$ cat src/rtl/wvb_reader_pkg.sv
// Shared definitions for the waveform-buffer round-robin readout sequencer.
// FSM encoding is kept as plain constants so legacy blocks can decode the state bits directly.
package wvb_reader_pkg;

  typedef logic [1:0] state_t;

  localparam state_t S_IDLE      = 2'd0;
  localparam state_t S_REQ       = 2'd1;
  localparam state_t S_BUSY_WAIT = 2'd2;
  localparam state_t S_DONE      = 2'd3;

  localparam int RDCNT_W = 32;

endpackage

$ cat src/rtl/wvb_rr_reader_if.sv
// Handshake bundle between the readout sequencer, the per-channel header FIFOs,
// the data/header muxes and the external read controller.
interface wvb_rr_reader_if #(
  parameter int N_CHANNELS = 24,
  parameter int P_CHAN_W   = 5
);

  logic [N_CHANNELS-1:0] hdr_empty;
  logic [N_CHANNELS-1:0] hdr_rdreq;
  logic [P_CHAN_W-1:0]   chan_sel;
  logic                  rd_ctrl_req;
  logic                  rd_ctrl_ack;
  logic                  dpram_busy;
  logic                  dpram_run;

  modport master (
    input  hdr_empty, rd_ctrl_ack, dpram_busy,
    output hdr_rdreq, chan_sel, rd_ctrl_req, dpram_run
  );

  modport slave (
    output hdr_empty, rd_ctrl_ack, dpram_busy,
    input  hdr_rdreq, chan_sel, rd_ctrl_req, dpram_run
  );

endinterface

$ cat src/rtl/posedge_detector.sv
// Registered rising-edge detector: one-cycle pulse the cycle after d_i is first seen high.
module posedge_detector (
  input  logic clk,
  input  logic rst,
  input  logic d_i,
  output logic pulse_o
);

  logic prev_q;
  logic pulse_q;

  always_ff @(posedge clk) begin
    if (rst) begin
      prev_q  <= 1'b0;
      pulse_q <= 1'b0;
    end else begin
      prev_q  <= d_i;
      pulse_q <= d_i & ~prev_q;
    end
  end

  assign pulse_o = pulse_q;

endmodule

$ cat src/rtl/rr_priority_sel.sv
// Combinational rotating-priority encoder: returns the first set request at or after
// start_i, wrapping from N-1 back to 0. start_i must be below N.
module rr_priority_sel #(
  parameter int N = 24,
  parameter int W = 5
) (
  input  logic [N-1:0] req_i,
  input  logic [W-1:0] start_i,
  output logic         valid_o,
  output logic [W-1:0] idx_o
);

  int          cand;
  logic [W-1:0] candIdx;

  // Single pass over all offsets so empty channels cost no extra cycles.
  always_comb begin
    valid_o = 1'b0;
    idx_o   = '0;
    cand    = 0;
    candIdx = '0;
    for (int k = 0; k < N; k++) begin
      cand = int'(start_i) + k;
      if (cand >= N) cand = cand - N;
      candIdx = W'(cand);
      if (!valid_o && req_i[candIdx]) begin
        valid_o = 1'b1;
        idx_o   = candIdx;
      end
    end
  end

endmodule

$ cat src/rtl/wvb_rr_reader.sv
// Multi-channel waveform-buffer readout sequencer: round-robin channel grant, read-controller
// handshake, DPRAM drain tracking, handshake watchdog and a saturating readout counter.
module wvb_rr_reader
  import wvb_reader_pkg::*;
#(
  parameter int N_CHANNELS  = 24,
  parameter int P_CHAN_W    = 5,
  parameter int P_TIMEOUT_W = 16
) (
  input  logic                   clk,
  input  logic                   rst,
  input  logic                   en_i,
  input  logic [N_CHANNELS-1:0]  chan_mask_i,
  input  logic [P_TIMEOUT_W-1:0] timeout_cycles_i,
  input  logic                   clr_err_i,
  wvb_rr_reader_if.master        bus,
  output logic                   rd_busy_o,
  output logic                   timeout_err_o,
  output logic [RDCNT_W-1:0]     n_readouts_o
);

  localparam logic [P_CHAN_W-1:0] LAST_CH = P_CHAN_W'(N_CHANNELS - 1);

  state_t                  state_q, state_d;
  logic [P_CHAN_W-1:0]     chanSel_q, chanSel_d;
  logic [N_CHANNELS-1:0]   hdrRdreq_q, hdrRdreq_d;
  logic                    rdCtrlReq_q, rdCtrlReq_d;
  logic [P_CHAN_W-1:0]     lastGrant_q, lastGrant_d;
  logic [P_TIMEOUT_W-1:0]  wdCnt_q, wdCnt_d;
  logic                    timeoutErr_q, timeoutErr_d;
  logic [RDCNT_W-1:0]      nReadouts_q, nReadouts_d;

  logic                    softRst;
  logic [N_CHANNELS-1:0]   elig;
  logic [P_CHAN_W-1:0]     startIdx;
  logic                    grantValid;
  logic [P_CHAN_W-1:0]     winner;
  logic                    inWatch;
  logic                    timeoutHit;
  logic                    dpramRun;

  // en low behaves like reset for everything except the readout counter.
  assign softRst  = rst | ~en_i;
  assign elig     = chan_mask_i & ~bus.hdr_empty;
  assign startIdx = (lastGrant_q == LAST_CH) ? '0 : lastGrant_q + P_CHAN_W'(1);

  rr_priority_sel #(
    .N (N_CHANNELS),
    .W (P_CHAN_W)
  ) u_prio (
    .req_i   (elig),
    .start_i (startIdx),
    .valid_o (grantValid),
    .idx_o   (winner)
  );

  posedge_detector u_ack_edge (
    .clk     (clk),
    .rst     (softRst),
    .d_i     (bus.rd_ctrl_ack),
    .pulse_o (dpramRun)
  );

  assign inWatch    = (state_q == S_REQ) || (state_q == S_BUSY_WAIT);
  assign timeoutHit = (timeout_cycles_i != '0) &&
                      (wdCnt_q == timeout_cycles_i - P_TIMEOUT_W'(1));

  always_comb begin
    state_d      = state_q;
    chanSel_d    = chanSel_q;
    hdrRdreq_d   = '0;
    rdCtrlReq_d  = rdCtrlReq_q;
    lastGrant_d  = lastGrant_q;
    wdCnt_d      = inWatch ? wdCnt_q + P_TIMEOUT_W'(1) : wdCnt_q;
    timeoutErr_d = timeoutErr_q & ~clr_err_i;
    nReadouts_d  = nReadouts_q;

    case (state_q)
      S_IDLE: begin
        if (grantValid && !bus.dpram_busy && !bus.rd_ctrl_ack) begin
          state_d     = S_REQ;
          chanSel_d   = winner;
          hdrRdreq_d  = N_CHANNELS'(1) << winner;
          rdCtrlReq_d = 1'b1;
          wdCnt_d     = '0;
        end
      end
      S_REQ: begin
        if (bus.rd_ctrl_ack) begin
          rdCtrlReq_d = 1'b0;
          state_d     = S_BUSY_WAIT;
          if (nReadouts_q != '1) nReadouts_d = nReadouts_q + RDCNT_W'(1);
        end
      end
      S_BUSY_WAIT: begin
        if (bus.dpram_busy) state_d = S_DONE;
      end
      S_DONE: begin
        if (!bus.dpram_busy) begin
          state_d     = S_IDLE;
          lastGrant_d = chanSel_q;
        end
      end
      default: state_d = S_IDLE;
    endcase

    // Watchdog overrides the handshake; an ack in the same cycle still counts.
    if (inWatch && timeoutHit) begin
      timeoutErr_d = 1'b1;
      rdCtrlReq_d  = 1'b0;
      state_d      = S_IDLE;
      lastGrant_d  = chanSel_q;
    end
  end

  always_ff @(posedge clk) begin
    if (softRst) begin
      state_q      <= S_IDLE;
      chanSel_q    <= '0;
      hdrRdreq_q   <= '0;
      rdCtrlReq_q  <= 1'b0;
      lastGrant_q  <= LAST_CH;
      wdCnt_q      <= '0;
      timeoutErr_q <= 1'b0;
    end else begin
      state_q      <= state_d;
      chanSel_q    <= chanSel_d;
      hdrRdreq_q   <= hdrRdreq_d;
      rdCtrlReq_q  <= rdCtrlReq_d;
      lastGrant_q  <= lastGrant_d;
      wdCnt_q      <= wdCnt_d;
      timeoutErr_q <= timeoutErr_d;
    end
  end

  always_ff @(posedge clk) begin
    if (rst) begin
      nReadouts_q <= '0;
    end else if (en_i) begin
      nReadouts_q <= nReadouts_d;
    end
  end

  assign bus.chan_sel    = chanSel_q;
  assign bus.hdr_rdreq   = hdrRdreq_q;
  assign bus.rd_ctrl_req = rdCtrlReq_q;
  assign bus.dpram_run   = dpramRun;
  assign rd_busy_o       = (state_q != S_IDLE);
  assign timeout_err_o   = timeoutErr_q;
  assign n_readouts_o    = nReadouts_q;

endmodule

$ cat src/flat_wrapper.sv
// flat-port wrapper written by rule: the top's interface ports become plain ports
module wvb_rr_reader_flat import wvb_reader_pkg::*;
#(
  parameter int N_CHANNELS  = 24,
  parameter int P_CHAN_W    = 5,
  parameter int P_TIMEOUT_W = 16
)
  (clk, rst, en_i, chan_mask_i, timeout_cycles_i, clr_err_i, rd_busy_o, timeout_err_o, n_readouts_o, bus_hdr_empty, bus_rd_ctrl_ack, bus_dpram_busy, bus_hdr_rdreq, bus_chan_sel, bus_rd_ctrl_req, bus_dpram_run);
  wvb_rr_reader_if #(.N_CHANNELS(N_CHANNELS), .P_CHAN_W(P_CHAN_W)) bus_i ();
  input  logic clk;
  input  logic rst;
  input  logic en_i;
  input  logic [N_CHANNELS-1:0] chan_mask_i;
  input  logic [P_TIMEOUT_W-1:0] timeout_cycles_i;
  input  logic clr_err_i;
  output logic rd_busy_o;
  output logic timeout_err_o;
  output logic [RDCNT_W-1:0] n_readouts_o;
  input wire logic [$bits(bus_i.hdr_empty)-1:0] bus_hdr_empty;
  input wire logic [$bits(bus_i.rd_ctrl_ack)-1:0] bus_rd_ctrl_ack;
  input wire logic [$bits(bus_i.dpram_busy)-1:0] bus_dpram_busy;
  output wire logic [$bits(bus_i.hdr_rdreq)-1:0] bus_hdr_rdreq;
  output wire logic [$bits(bus_i.chan_sel)-1:0] bus_chan_sel;
  output wire logic [$bits(bus_i.rd_ctrl_req)-1:0] bus_rd_ctrl_req;
  output wire logic [$bits(bus_i.dpram_run)-1:0] bus_dpram_run;
  assign bus_i.hdr_empty = bus_hdr_empty;
  assign bus_i.rd_ctrl_ack = bus_rd_ctrl_ack;
  assign bus_i.dpram_busy = bus_dpram_busy;
  assign bus_hdr_rdreq = bus_i.hdr_rdreq;
  assign bus_chan_sel = bus_i.chan_sel;
  assign bus_rd_ctrl_req = bus_i.rd_ctrl_req;
  assign bus_dpram_run = bus_i.dpram_run;
  wvb_rr_reader #(.N_CHANNELS(N_CHANNELS), .P_CHAN_W(P_CHAN_W), .P_TIMEOUT_W(P_TIMEOUT_W)) u_core (.clk(clk), .rst(rst), .en_i(en_i), .chan_mask_i(chan_mask_i), .timeout_cycles_i(timeout_cycles_i), .clr_err_i(clr_err_i), .bus(bus_i), .rd_busy_o(rd_busy_o), .timeout_err_o(timeout_err_o), .n_readouts_o(n_readouts_o));
endmodule
$ cat config.mk
export PLATFORM = sky130hd
export DESIGN_NAME = wvb_rr_reader_flat
export DESIGN_NICKNAME = d
export VERILOG_FILES = /design/src/rtl/wvb_reader_pkg.sv /design/src/rtl/wvb_rr_reader_if.sv /design/src/rtl/posedge_detector.sv /design/src/rtl/rr_priority_sel.sv /design/src/rtl/wvb_rr_reader.sv /design/src/flat_wrapper.sv
export SDC_FILE = /design/constraint.sdc
export NUM_CORES = 1
export LEC_CHECK = 0
export ABC_AREA = 1
export CORE_MARGIN = 4
export CORE_UTILIZATION = 59
export CTS_CLUSTER_SIZE = 25
export DETAILED_ROUTE_END_ITERATION = 7
export GPL_ROUTABILITY_DRIVEN = 1
export GPL_TIMING_DRIVEN = 0
export PLACE_DENSITY = 0.85
export SYNTH_ARGS = -nofsm -noshare
export SYNTH_HDL_FRONTEND = slang
export SYNTH_SLANG_ARGS = --single-unit
$ cat constraint.sdc
create_clock -name clk -period 13.54 [get_ports clk]
set_input_delay 4.062 -clock clk [delete_from_list [all_inputs] [get_ports clk]]
set_output_delay 4.062 -clock clk [all_outputs]
set_load 0.1 [all_outputs]
==> results of run 1 <==
==> cells in the mapped netlist, drive strengths merged (3+ instances only) <==
cell type / instances
a21oi: 70
inv: 264
or2: 7
and3: 3
o21ai: 95
buf: 21
o211ai: 17
nand4: 40
dfxtp: 88
clkinv: 6
nor3: 37
nand2: 417
ha: 36
a211oi: 4
nor2: 192
xnor2: 10
and2: 4
o22ai: 3
nor3b: 4
nand3: 186
nand3b: 7
a31oi: 3
o21a: 6
o21bai: 4
nor4: 6
xor2: 37
clkbuf: 16
==> cell families (layout without fill, tap and decap cells) <==
family / Yosys count / count (layout) / synth area share (%)
AND/OR/NAND/NOR: 903 / 903 / 45.9
adder cells (fa/ha/maj): 36 / 36 / 4.71
multiplexers: 1 / 1 / 0.105
buffers and inverters: 307 / 457 / 12.9
XOR/XNOR: 47 / 47 / 4.66
flip-flops: 88 / 88 / 18.4
AO/OA/AOI/OAI: 218 / 218 / 13.3
==> stage by stage <==
| stage | power (mW) | cells | hold slack (ns) | area (um2) |
|---|---|---|---|---|
| 2_1_floorplan | 0.387 | 1600 | 0.373 | 9560 |
| 6_report | 0.675 | 1966 | 0.400 | 11500 |
| 3_3_place_gp | 0.439 | 1950 | 0.379 | 11200 |
| 5_1_grt | 0.706 | 1966 | 0.421 | 11500 |
| 4_1_cts | 0.674 | 1966 | 0.402 | 11500 |
| 3_5_place_dp | 0.442 | 1950 | 0.394 | 11200 |
==> critical path, stage by stage <==
cell and delay, ns:
clkdlybuf4s50_1 0.45, inv_1 0.03, nor2_1 0.19, nand3_1 0.11, nand3_1 0.14, nand2_1 0.06
o21ai_0 0.72, nand3_1 0.22, o21ai_1 0.19, nor2_4 0.10, nand3_1 0.19, nor2_1 0.06
nor2_1 0.14, nand3_1 0.07, nor2_1 0.08, nand3_1 0.09, nor2_1 0.10, nand3_1 0.08
nor2_1 0.10, nand3_1 0.09, nor2_1 0.16, nand3_1 0.10, nor2_2 0.32, nand3_2 0.19
nor3_2 0.15
==> flip-flops by register name, summed over array words and instances, names as in the netlist <==
signal,flops
u_core.wdCnt_q,16
u_core.bus.hdr_rdreq,24
u_core.u_ack_edge.prev_q,1
u_core.lastGrant_q,5
u_core.n_readouts_o,32
u_core.state_q,2
u_core.bus.rd_ctrl_req,1
u_core.timeout_err_o,1
u_core.bus.chan_sel,5
u_core.u_ack_edge.pulse_o,1
==> cell type report <==
cell class                      instances  area (um2)
Sequential cell                        88        1760
Timing Repair Buffer                  134        1340
Clock inverter                          5        31.3
Inverter                              270        1020
Buffer                                 37         216
Fill cell                            1454        4430
Tap cell                              216         270
Multi-Input combinational cell       1205        6560
Clock buffer                           11         253
==> power breakdown <==
part | switching, mW | internal, mW | leakage (nW) | total (mW)
logic | 0.117 | 0.0609 | 4.56 | 0.178
clock network | 0.101 | 0.134 | 0.141 | 0.235
registers | 0.00164 | 0.261 | 0.710 | 0.262
total | 0.220 | 0.455 | 5.41 | 0.675
==> layer usage <==
layer	share of wire (%)	wire, um	up-vias
met3	12	3870	63
met4	2.3	739	2
li1	-	-	5456
met1	41	12800	4944
met2	45	14100	498
met5	0.041	13	-
==> placed cells by master, fill, tap and decap left out, drive strengths merged, types with 2 or more instances in the layout <==
cell	n
nand4	40
dfxtp	88
nand2	417
nor4	6
a2111oi	2
ha	36
nor3b	4
o211ai	17
o22ai	3
nor2	192
xor2	37
a21boi	2
o221ai	2
nor3	37
and2	4
and3	3
o21bai	4
o21a	6
xnor2	10
a21oi	70
o21ai	95
clkdlybuf4s50	134
or2	7
inv	264
buf	21
clkinv	10
a31oi	3
nand3b	7
a211oi	4
clkbuf	27
a32oi	2
nand3	186
==> worst min path at each step <==
stage	endpoint	slack, ns	cells after the start
6_report	u_core.u_ack_edge.pulse_o	0.40	1
5_1_grt	u_core.u_ack_edge.pulse_o	0.42	1
4_1_cts	u_core.u_ack_edge.pulse_o	0.40	1
3_5_place_dp	u_core.u_ack_edge.pulse_o	0.39	1
3_3_place_gp	u_core.u_ack_edge.pulse_o	0.38	1
2_1_floorplan	u_core.u_ack_edge.pulse_o	0.37	1
==> summary.txt, run 1 <==
Yosys top cell area share - 18.4%
number of routed nets with antenna violations - 0
met2 usage - 53.7%
Slew Limit Headroom - 30.1%
CORE AREA - 15900 um2
met3 Use GR - 12.5%
CTS Sinks - 88
grt met1 use - 42.6%
number of antenna diodes - 0
# DRC - 0
Initial Utilization - 60.2%
DP HPWL - 25200 um
Setup Crit Path Kind - in2reg
FP Rows - 46
largest area contributor in the netlist - dfxtp_1
Via density - 5.58
Power per Cell Area - 59.0 nW/um2
number of synthesized register bits - 88
fraction of layout instances using a drive strength above 1 - 9.20%
CTS resizes - 0
flop-to-flop setup slack - 6.18 ns
cells after synthesis - 1600
Synth Warn # - 0
Worst Setup Start Kind - input port
GRT Resource Usage Total - 33.6%
ys flop type - dfxtp_1
IO Pins - 135
Final Util - 72.1%
register area share after synthesis - 18.4%
leading post-synthesis cells by cell area - dfxtp_1 (18%), nand2_1 (15%), inv_1 (9.6%)
Die Width - 135 um
setup TNS - 0 ns
max_cap viols - 0
Final min period - 7.97 ns
total grt overflow - 0
post-route setup slack - 5.57 ns
Final GP Congestion - 0.998
largest net degree at the start of global routing - 17
Critical Path End - u_core.bus.hdr_rdreq[2]
Clock Pin Slew Worst Setup and Hold Paths - 0.06 ns
Layout Area Growth over Synthesis - 19.8%
routed via count - 11.0k
Mapped Area - 9560 um2
clk_skew - 0.00836 ns
post-CTS setup buffer count - 0
final count of pins violating max slew - 0
clock latency on the worst-skew pair - 0.34 ns
gr busiest metal - met2
Hold WC Path Type - reg2reg
Mean Syn Cell Area - 5.97 um2
DR pass1 iterations - 6
CP Data Arrival Time - 8.23 ns
first-pass GRT wire length - 49300 um
Final Cycle Share - 58.9%
FF-to-FF End - u_core.bus.hdr_rdreq[14]
Crit Path Max Fanout - 7
Root Buffer - clkbuf_16
Slew @ Worst Pin - 1.04 ns
final setup fails - 0
Max Freq - 125 MHz
Die ar. - 18300 um2
worst hold start - u_core.u_ack_edge.prev_q
WL per Instance - 16.0 um
H-tree levels - 3
final WL - 31500 um
outcome - complete, no violations
R2R depth - 32
Longest Clk Path Bufs - 2
Leakage Power - 5.41 nW
crit end category - flop
initial antenna violation count - 1
r2r startpoint - u_core.lastGrant_q[0]
IO buf count - 134
number of global-route vias before repair - 9841
TritonCTS clock tree - yes
VDD IR-drop max - 0.0000808 V
syn nets - 1706
Post-synth EDFFs - 0
initial DRC count - 1061
hold buffers post-CTS - 0
FFs w/ async S/R, synth - 0%
WP data required - 13.80 ns
Final Hold Vio Count - 0
Placement Setup Slack - 5.43 ns
die extent in y - 135 um
RSZ-0062 raised after global routing - false
Setup crit start - chan_mask_i[19]
Synth cell types - 67
TritonCTS Buffers - 9
final net count - 1851
No activity file was read; power rests on OpenSTA's default activity.
==> run 2: changes to the inputs <==
--- a/config.mk
+++ b/config.mk
@@ -7,12 +7,12 @@
 export LEC_CHECK = 0
 export ABC_AREA = 1
 export CORE_MARGIN = 4
-export CORE_UTILIZATION = 59
+export CORE_UTILIZATION = 51
 export CTS_CLUSTER_SIZE = 25
 export DETAILED_ROUTE_END_ITERATION = 7
 export GPL_ROUTABILITY_DRIVEN = 1
 export GPL_TIMING_DRIVEN = 0
-export PLACE_DENSITY = 0.85
+export PLACE_DENSITY = 0.78
 export SYNTH_ARGS = -nofsm -noshare
 export SYNTH_HDL_FRONTEND = slang
 export SYNTH_SLANG_ARGS = --single-unit
==> constraint.sdc (replaced) <==
create_clock -name clk -period 7.3 [get_ports clk]
set_input_delay 2.19 -clock clk [delete_from_list [all_inputs] [get_ports clk]]
set_output_delay 2.19 -clock clk [all_outputs]
set_load 0.1 [all_outputs]
==> summary.txt, run 2 (same netlist as run 1, synthesis figures left out) <==
Final Util - 63.2%
VDD IR-drop max - 0.000150 V
RSZ-0062 raised after global routing - false
largest net degree at the start of global routing - 17
CORE AREA - 18200 um2
outcome - complete, no violations
setup TNS - 0 ns
Crit Path Max Fanout - 20
Finished Layout Cells - 1977
post-route setup slack - 0.477 ns
most frequent cells in the layout - nand2_1 (386), inv_1 (245), nor2_1 (168), nand3_1 (167), clkdlybuf4s50_1 (134)
number of antenna diodes - 0
Die ar. - 21000 um2
Slew Limit Headroom - 31.3%
Leakage Power - 5.43 nW
WP data required - 7.58 ns
clk_skew - 0.0106 ns
GRT Resource Usage Total - 29.3%
Max Freq - 147 MHz
Via density - 5.47
max reg flops - 32
initial DRC count - 1034
crit end category - flop
initial antenna violation count - 0
Clock Pin Slew Worst Setup and Hold Paths - 0.07 ns
TritonCTS clock tree - yes
dpl cells - 1963
Slew @ Worst Pin - 1.03 ns
total grt overflow - 0
DP Area - 11200 um2
number of global-route vias before repair - 9476
Setup Crit Path Kind - reg2reg
final count of pins violating max slew - 0
Final min period - 6.82 ns
routed via count - 10.8k
fin area - 11500 um2
DR pass1 iterations - 6
clock latency on the worst-skew pair - 0.35 ns
Hold WC Path Type - reg2reg
hold buffers post-CTS - 0
H-tree levels - 3
fraction of layout instances using a drive strength above 1 - 9.21%
WL per Instance - 15.8 um
CTS Sinks - 88
Placement Setup Slack - 0.0941 ns
TritonCTS Buffers - 9
Final Cycle Share - 93.5%
Power per Cell Area - 114 nW/um2
area of the multi-input gates - 6560 um2
first-pass GRT wire length - 48500 um
Worst Setup Start Kind - flop
final setup fails - 0
IO Pins - 135
number of routed nets with antenna violations - 0
final net count - 1849
DP HPWL - 25400 um
max_cap viols - 0
IO buf count - 134
# DRC - 0
Storage cell area - 1760 um2
die extent in y - 145 um
CP Data Arrival Time - 7.10 ns
Fillers - 1793
final WL - 31200 um
Longest Clk Path Bufs - 2
Root Buffer - clkbuf_16
Die Width - 145 um
post-CTS setup buffer count - 0
Layout Area Growth over Synthesis - 20.4%
Final Hold Vio Count - 0
Final GP Congestion - 1.00
Initial Utilization - 52.5%
FP Rows - 49
most common cell after layout, fill and taps aside - nand2_1
-- run 2: cell type report --
class | count | area share, %
inverters | 270 | 8.83
flip-flops and latches | 88 | 15.3
well taps | 229 | 2.49
plain buffers | 35 | 1.84
multi-input cells | 1205 | 57.0
clock inverters | 4 | 0.674
clock buffers | 12 | 2.14
repair buffers | 134 | 11.7
-- run 2: power by group --
part	switching (mW)	internal (mW)
clock	0.185	0.310
sequential	0.00296	0.484
combinational	0.214	0.113
-- run 2: routing by layer --
metal  up-vias  share of wire, %  GRT usage [%]
met5         -                 0              0
met4         0               2.1           6.28
met3        49                11           7.99
met2       455                44           45.4
met1      4862                43           41.0
li1       5446                 -              -
-- run 2: critical path: stages (launching register included) --
cell	delay [ns]
dfxtp_1	0.38
inv_1	0.18
clkbuf_2	0.29
ha_1	0.39
buf_2	0.30
inv_1	0.10
buf_2	0.31
ha_1	0.36
clkbuf_1	0.61
inv_1	0.14
clkbuf_1	0.38
o21ai_0	0.72
nor2_1	0.14
o21a_2	0.29
nand4_4	0.13
nor2_1	0.11
a2111oi_0	0.54
nand3_1	0.19
nor3_1	0.21
o21ai_0	0.14
nor2_1	0.18
nand2_1	0.07
nand2_1	0.07
nand2_2	0.10
nor2_4	0.15
nand3_1	0.12
nor2_1	0.11
-- run 2: final timing paths --
| path | slack (ns) | cells after the start | to | start |
|---|---|---|---|---|
| worst max-delay path | 0.48 | 26 | u_core.bus.hdr_rdreq[20] | u_core.lastGrant_q[0] |
| worst min-delay path | 0.39 | 1 | u_core.u_ack_edge.pulse_o | u_core.u_ack_edge.prev_q |
| worst max register to register | 0.48 | 26 | u_core.bus.hdr_rdreq[20] | u_core.lastGrant_q[0] |
| worst min register to register | 0.39 | 1 | u_core.u_ack_edge.pulse_o | u_core.u_ack_edge.prev_q |
-- run 2: through the flow --
step / power, mW / hold slack (ns)
global placement: 0.814 / 0.378
detailed placement: 0.818 / 0.383
CTS: 1.31 / 0.392
finish: 1.31 / 0.391
global route: 1.37 / 0.397
floorplan: 0.718 / 0.373
-- run 2: repair_timing --
item	CTS	global route
endpoints found under the setup margin	0	48
gates resized for setup	0	4
hold endpoints to repair	0	0
